File: src/rtl/div_sequencer.sv
// div_sequencer: restoring shift-and-subtract unsigned divider, one quotient bit per clock
module div_sequencer #(
  parameter int WIDTH = 8
) (
  input  logic             clk,
  input  logic             reset,
  input  logic             start,
  input  logic [WIDTH-1:0] dividend,
  input  logic [WIDTH-1:0] divisor,
  output logic             busy,
  output logic             done,
  output logic [WIDTH-1:0] quotient,
  output logic [WIDTH-1:0] remainder,
  output logic             div_zero
);
  localparam int CW = $clog2(WIDTH);
  typedef enum logic [1:0] {IDLE, RUN, DONE} state_t;
  state_t state, state_nx;
  logic [WIDTH-1:0] q, d, r, q_nx, r_nx;
  logic [WIDTH:0] shifted, trial;
  logic [CW-1:0] cnt;
  logic last, accept, zero;
  assign last = cnt == CW'(WIDTH - 1);
  assign accept = state == IDLE && start;
  assign zero = divisor == '0;
  assign busy = state != IDLE;
  assign done = state == DONE;
  // trial subtraction; a negative result (borrow) means restore the shifted remainder
  always_comb begin
    shifted = {r, q[WIDTH-1]};
    trial = shifted - {1'b0, d};
    q_nx = {q[WIDTH-2:0], ~trial[WIDTH]};
    r_nx = trial[WIDTH] ? shifted[WIDTH-1:0] : trial[WIDTH-1:0];
  end
  // state register
  always_ff @(posedge clk or negedge reset) begin
    if (!reset) state <= IDLE;
    else state <= state_nx;
  end
  // next-state: zero divisor skips RUN entirely, DONE always lasts one cycle
  always_comb begin
    state_nx = state;
    if (accept) state_nx = zero ? DONE : RUN;
    else if (state == RUN && last) state_nx = DONE;
    else if (state == DONE) state_nx = IDLE;
  end
  // work registers and result latches; results are captured on the edge entering DONE
  always_ff @(posedge clk or negedge reset) begin
    if (!reset) begin
      q <= '0;
      d <= '0;
      r <= '0;
      cnt <= '0;
      quotient <= '0;
      remainder <= '0;
      div_zero <= 1'b0;
    end else if (accept && !zero) begin
      q <= dividend;
      d <= divisor;
      r <= '0;
      cnt <= '0;
    end else if (accept) begin
      quotient <= '1;
      remainder <= dividend;
      div_zero <= 1'b1;
    end else if (state == RUN) begin
      q <= q_nx;
      r <= r_nx;
      cnt <= cnt + 1'b1;
      if (last) begin
        quotient <= q_nx;
        remainder <= r_nx;
        div_zero <= 1'b0;
      end
    end
  end
endmodule

File: config.mk
export PLATFORM = sky130hd
export DESIGN_NAME = div_sequencer
export DESIGN_NICKNAME = d
export VERILOG_FILES = /design/src/rtl/div_sequencer.sv
export SDC_FILE = /design/constraint.sdc
export NUM_CORES = 1
export LEC_CHECK = 0
export ABC_CLOCK_PERIOD_IN_PS = 2400
export CAP_MARGIN = 0
export CORE_UTILIZATION = 35
export CTS_CLUSTER_SIZE = 10
export DETAILED_ROUTE_END_ITERATION = 10
export HOLD_SLACK_MARGIN = 0.03
export PLACE_DENSITY = 0.7
export SYNTH_ARGS = -nofsm -noshare
export SYNTH_HDL_FRONTEND = slang
export SYNTH_SLANG_ARGS = --single-unit
File: constraint.sdc
create_clock -name clk -period 2.4 [get_ports clk]
set_input_delay 0.48 -clock clk [delete_from_list [all_inputs] [get_ports clk]]
set_output_delay 0.48 -clock clk [all_outputs]
set_load 0.05 [all_outputs]
# Yosys cells after proc, flatten, opt, wreduce, memory -nomap -nowiden

Index checks and enable logic that the tools add are counted.
W data, S select, Z words.

Multiply operators: 0
Bitwise logic cells: 2
Divide/modulo/power cells: 0
Shifts and indexed selects: 0
Equal/unequal tests: 4
Reduce and logical (&&, ||, !) cells: 13
Mux-type cells: 23
Add/subtract/negate cells: 2
$lt $le $gt $ge: 0

Operators by type and width:

| cell                  | number |
|---|---|
| $mux W8               | 13 |
| $mux W3               | 3 |
| $sub A9 B8 Y9         | 1 |
| $logic_not A8 Y1      | 1 |
| $mux W2               | 4 |
| $reduce_bool A2 Y1    | 4 |
| $add A3 B1 Y3 const B | 1 |
| $eq A3 B3 Y1 const B  | 1 |
| $logic_and A1 B1 Y1   | 3 |
| $mux W1               | 3 |
| $reduce_and A3 Y1     | 1 |
| $reduce_bool A3 Y1    | 1 |
| $eq A2 B1 Y1 const B  | 1 |
| $eq A2 B2 Y1 const B  | 1 |
| $logic_not A2 Y1      | 1 |
| $ne A2 B1 Y1 const B  | 1 |
| $not A1 Y1            | 2 |
| $reduce_and A2 Y1     | 1 |
| $logic_not A1 Y1      | 1 |

Memory bits (writable): 0
Logic and storage cells: 52
Input port bits: 19
ROM bits: 0
Bits in latches: 0
Output and inout bits: 19
Memories kept: 0
Register bits: 46

# Depth between registers and ports, before layout

Word-level depth: 5
Mapped depth: 11
Depth with buffers taken out: 10

# Least setup slack after synthesis

No wires, ideal clock.

Path type: flip-flop to flip-flop
Start point: register q[7]
End point: register r[6]
Cell stages (with the launch flop): 12
Path buffers: 1
Clock period less this slack: 2.380 ns
Required time: 2.262 ns
Library setup time: 0.138 ns
Path slack: 0.020 ns
Arrival time: 2.241 ns
Path through: dfrtp_1 > inv_1 > ha_1 > inv_1 > fa_1 > a211oi_2 > o31ai_2 > a31oi_2 > xnor2_2 > buf_6 > mux2i_1 > o22ai_1

Cells in the longest elaborated chain, start to end: 5

RTL lines:

| item                   | line | RTL |
|---|---|---|
| from (decl)            | 19   | `logic [WIDTH-1:0] q, d, r, q_nx, r_nx;` |
| from (signal assigned) | 58   | `q <= dividend;` |
| from (signal assigned) | 67   | `q <= q_nx;` |
| $sub A9 B8 Y9          | 31   | `trial = shifted - {1'b0, d};` |
| $mux W8                | 33   | `r_nx = trial[WIDTH] ? shifted[WIDTH-1:0] : trial[WIDTH-1:0];` |
| $mux W8                | 66   | `end else if (state == RUN) begin` |
| $mux W8                | 62   | `end else if (accept) begin` |
| $mux W8                | 57   | `end else if (accept && !zero) begin` |
| to (signal assigned)   | 68   | `r <= r_nx;` |
| to (decl)              | 19   |  |

Every way passes these cells. The select of a mux whose other input is x is not followed.
A chain may end at the register's enable or synchronous reset.

# Worst setup path in the final report

Start point: register q[7]
End point: register r[3]

Same word-level chain as after synthesis.

==> impl_metrics.yaml <==
die:
  die_area_um2: 6930
  start_util_pct: 36.4
  boundaryPins: 38
  chipWidth_um: 83.3
  die_h_um: 83.3
  num_rows: 29
  core_um2: 6350
synthesis:
  syn-cell-area_um2: 2310
  ys_ff_latch: 46
  ys.warnings.count: 0
  ys_seq_area_share_pct: 49.8
  async_flop_share_pct: 100
  ys.flop_type: "dfrtp_1"
  syn_avg_cell_area_um2: 10.0
  synthesis.nets: 260
  ys_types: 44
  synth_edf_count: 0
  syn_inst: 230
critical_path:
  critPathKind: "reg -> reg"
  cp-start-kind: "flip-flop"
  reg2reg_slack_ps: -150
  cp.required_ps: 2540
  crit_arrival_ps: 2680
  critPathMaxFanout: 6
  cp-end-kind: "flip-flop"
sta:
  clock_skew_ps: 8.96
  min_period_over_period_pct: 106
  timing.final.hold_violations: 0
  finalMaxSlewViolations: 0
  fmax_mhz: 392
  tightest_slew_ps: 1010
  rsz0062_at_grt: "true"
  fin_ws_ps: -148
  period_minus_slack_ps: 2550
  setup_viol: 15
  maxSlewHeadroom_pct: 32.2
route:
  routed_wl_mm: 6.00
  remaining_drc_errors: 0
  wl_per_cell_um: 15.8
  dr_total_vias: 2040
  ant_nets: 0
  dr.pass1.iters: 4
  first_iter_violations: 130
  vias_per_cell: 5.37
global_routing:
  grtUsageTotal_pct: 17.4
  first_global_vias: 2121
  grt_start_max_net_pins: 47
  antenna_found_initial: 0
  grt_pass1_wl_mm: 9.76
  grt.overflow.total: 0
clock_tree:
  clk_latency_ps: 300
  numClockSinks: 46
  clkTransAtPathRegs_ps: 90
  htreeDepth: 2
  cts-root-buf: "clkbuf_8"
  clk_path_buf_depth: 2
  cts_tree: "done"
  cts_buffers: 5
  holdBufCountCts: 0
cells_and_area:
  synthToLayoutAreaGrowth_pct: 43.9
  final_nets: 332
  drive_above_1_share_pct: 24.8
  fill_cells: 544
  antenna_cells: 0
status:
  status: "finished with violations"
  violations: "negative setup slack"
placement:
  port_buffers: 37
  place_congestion: 0.799
  post-dp-hpwl_mm: 4.13
  pre_cts_slack_ps: -222
flow_run:
  cap_violations: 0
min_path:
  hold_path_class: "in -> async"
[worst max-delay path, cell delays in order (launching register included)]
cell and delay (ps):
dfrtp_1 400, inv_2 80, ha_4 140, inv_2 40
fa_2 380, a211oi_4 270, o31ai_4 130, a31oi_4 210
xnor2_4 190, buf_6 190, mux2i_4 250, o22ai_1 90
[cell usage in the layout (no fill, tap or decap), types with 2 or more instances in the layout]
cell type,count
mux2i_4,2
inv_1,9
o21a_1,2
xor2_1,3
o21ai_0,13
or4_1,2
clkdlybuf4s50_1,36
o31ai_2,2
ha_1,9
mux2i_2,3
or2_2,2
inv_2,2
clkbuf_8,6
a22oi_1,8
o21ai_1,6
dfrtp_1,46
and3_1,8
nor2b_1,3
o22ai_1,5
o22a_1,9
bufinv_16,2
a21o_1,2
buf_12,2
nor2_1,7
nand2_1,42
buf_4,32
buf_6,4
a21oi_1,11
nor2_2,2
[registers in the layout (all words and copies together), names as in the netlist]
signal	cells
d	8
quotient	8
q	8
r	8
remainder	8
cnt	3
div_zero	1
state	2
[area by class of cell]
cell class | count | area [µm²] | area share [%]
sequential | 46 | 1150 | 34.6
inverter | 11 | 41.3 | 1.24
multi-input combinational | 163 | 1200 | 36.2
clock inverter | 2 | 60.1 | 1.81
clock buffer | 6 | 82.6 | 2.48
timing repair buffer | 75 | 691 | 20.8
tap | 77 | 96.3 | 2.90
[layer usage]
layer | wire (µm) | up-vias | part of all wire (%) | GRT usage [%]
met4 | 126 | 0 | 2.1 | 5.80
met5 | 0 | - | 0 | 0
li1 | - | 967 | - | -
met3 | 231 | 14 | 3.9 | 4.17
met2 | 3120 | 45 | 52 | 29.9
met1 | 2520 | 1014 | 42 | 21.3
[cells in the mapped netlist, types with 3 or more instances]
cell type  instances  area (µm²)
a21oi_1           11        55.1
a22oi_1            8        60.1
and3_1             8        50.1
clkbuf_1           7        26.3
dfrtp_1           46        1150
ha_1              10         125
inv_1             11        41.3
mux2i_1            5        50.1
nand2_1           42         158
nor2_1             8        30.0
nor2b_1            3        18.8
o21ai_0           15        75.1
o21ai_1            5        25.0
o22a_1             9        78.8
o22ai_1            5        31.3
xor2_1             3        26.3
[path summary, 6_finish.rpt]
| path | from | cells past startpoint | to |
|---|---|---|---|
| max | q[7] | 11 | r[3] |
| min | reset | 2 | quotient[1] |
| max reg2reg | q[7] | 11 | r[3] |
| min reg2reg | quotient[6] | 1 | quotient[6] |
| max in group asynchronous | reset | 2 | cnt[1] |
| min in group clk | quotient[6] | 1 | quotient[6] |
[kinds of logic after synthesis]
| logic type | share of synthesized area, % |
|---|---|
| compound gates | 20.6 |
| buf+inv | 3.79 |
| flops | 49.8 |
| xor+xnor | 1.84 |
| simple gates | 14.3 |
| fa+ha+maj | 6.28 |
| mux | 3.30 |
[what timing repair did]
item                                   CTS  global route
gates resized for setup                 14            16
buffers inserted                         4             5
endpoints found under the hold margin    0             0
setup endpoints to repair               17            18
pin swaps                               11             2
[per-stage QoR]
step                      TNS, ps  util [%]  std cells  instance area, µm²  hold WS [ps]
final                       -1250      52.4        380                3330           255
after global routing        -2700      52.4        380                3330           301
after CTS                    -606      50.3        376                3190           279
after detailed placement    -2010      46.9        364                2980           472
after global placement       -835      46.9        364                2980           465
after floorplan                 0         -        230                2310           184
Power is left out: the tool's default activity adds up to more than one toggle a clock period on the data nets, which glitch-free logic cannot reach.
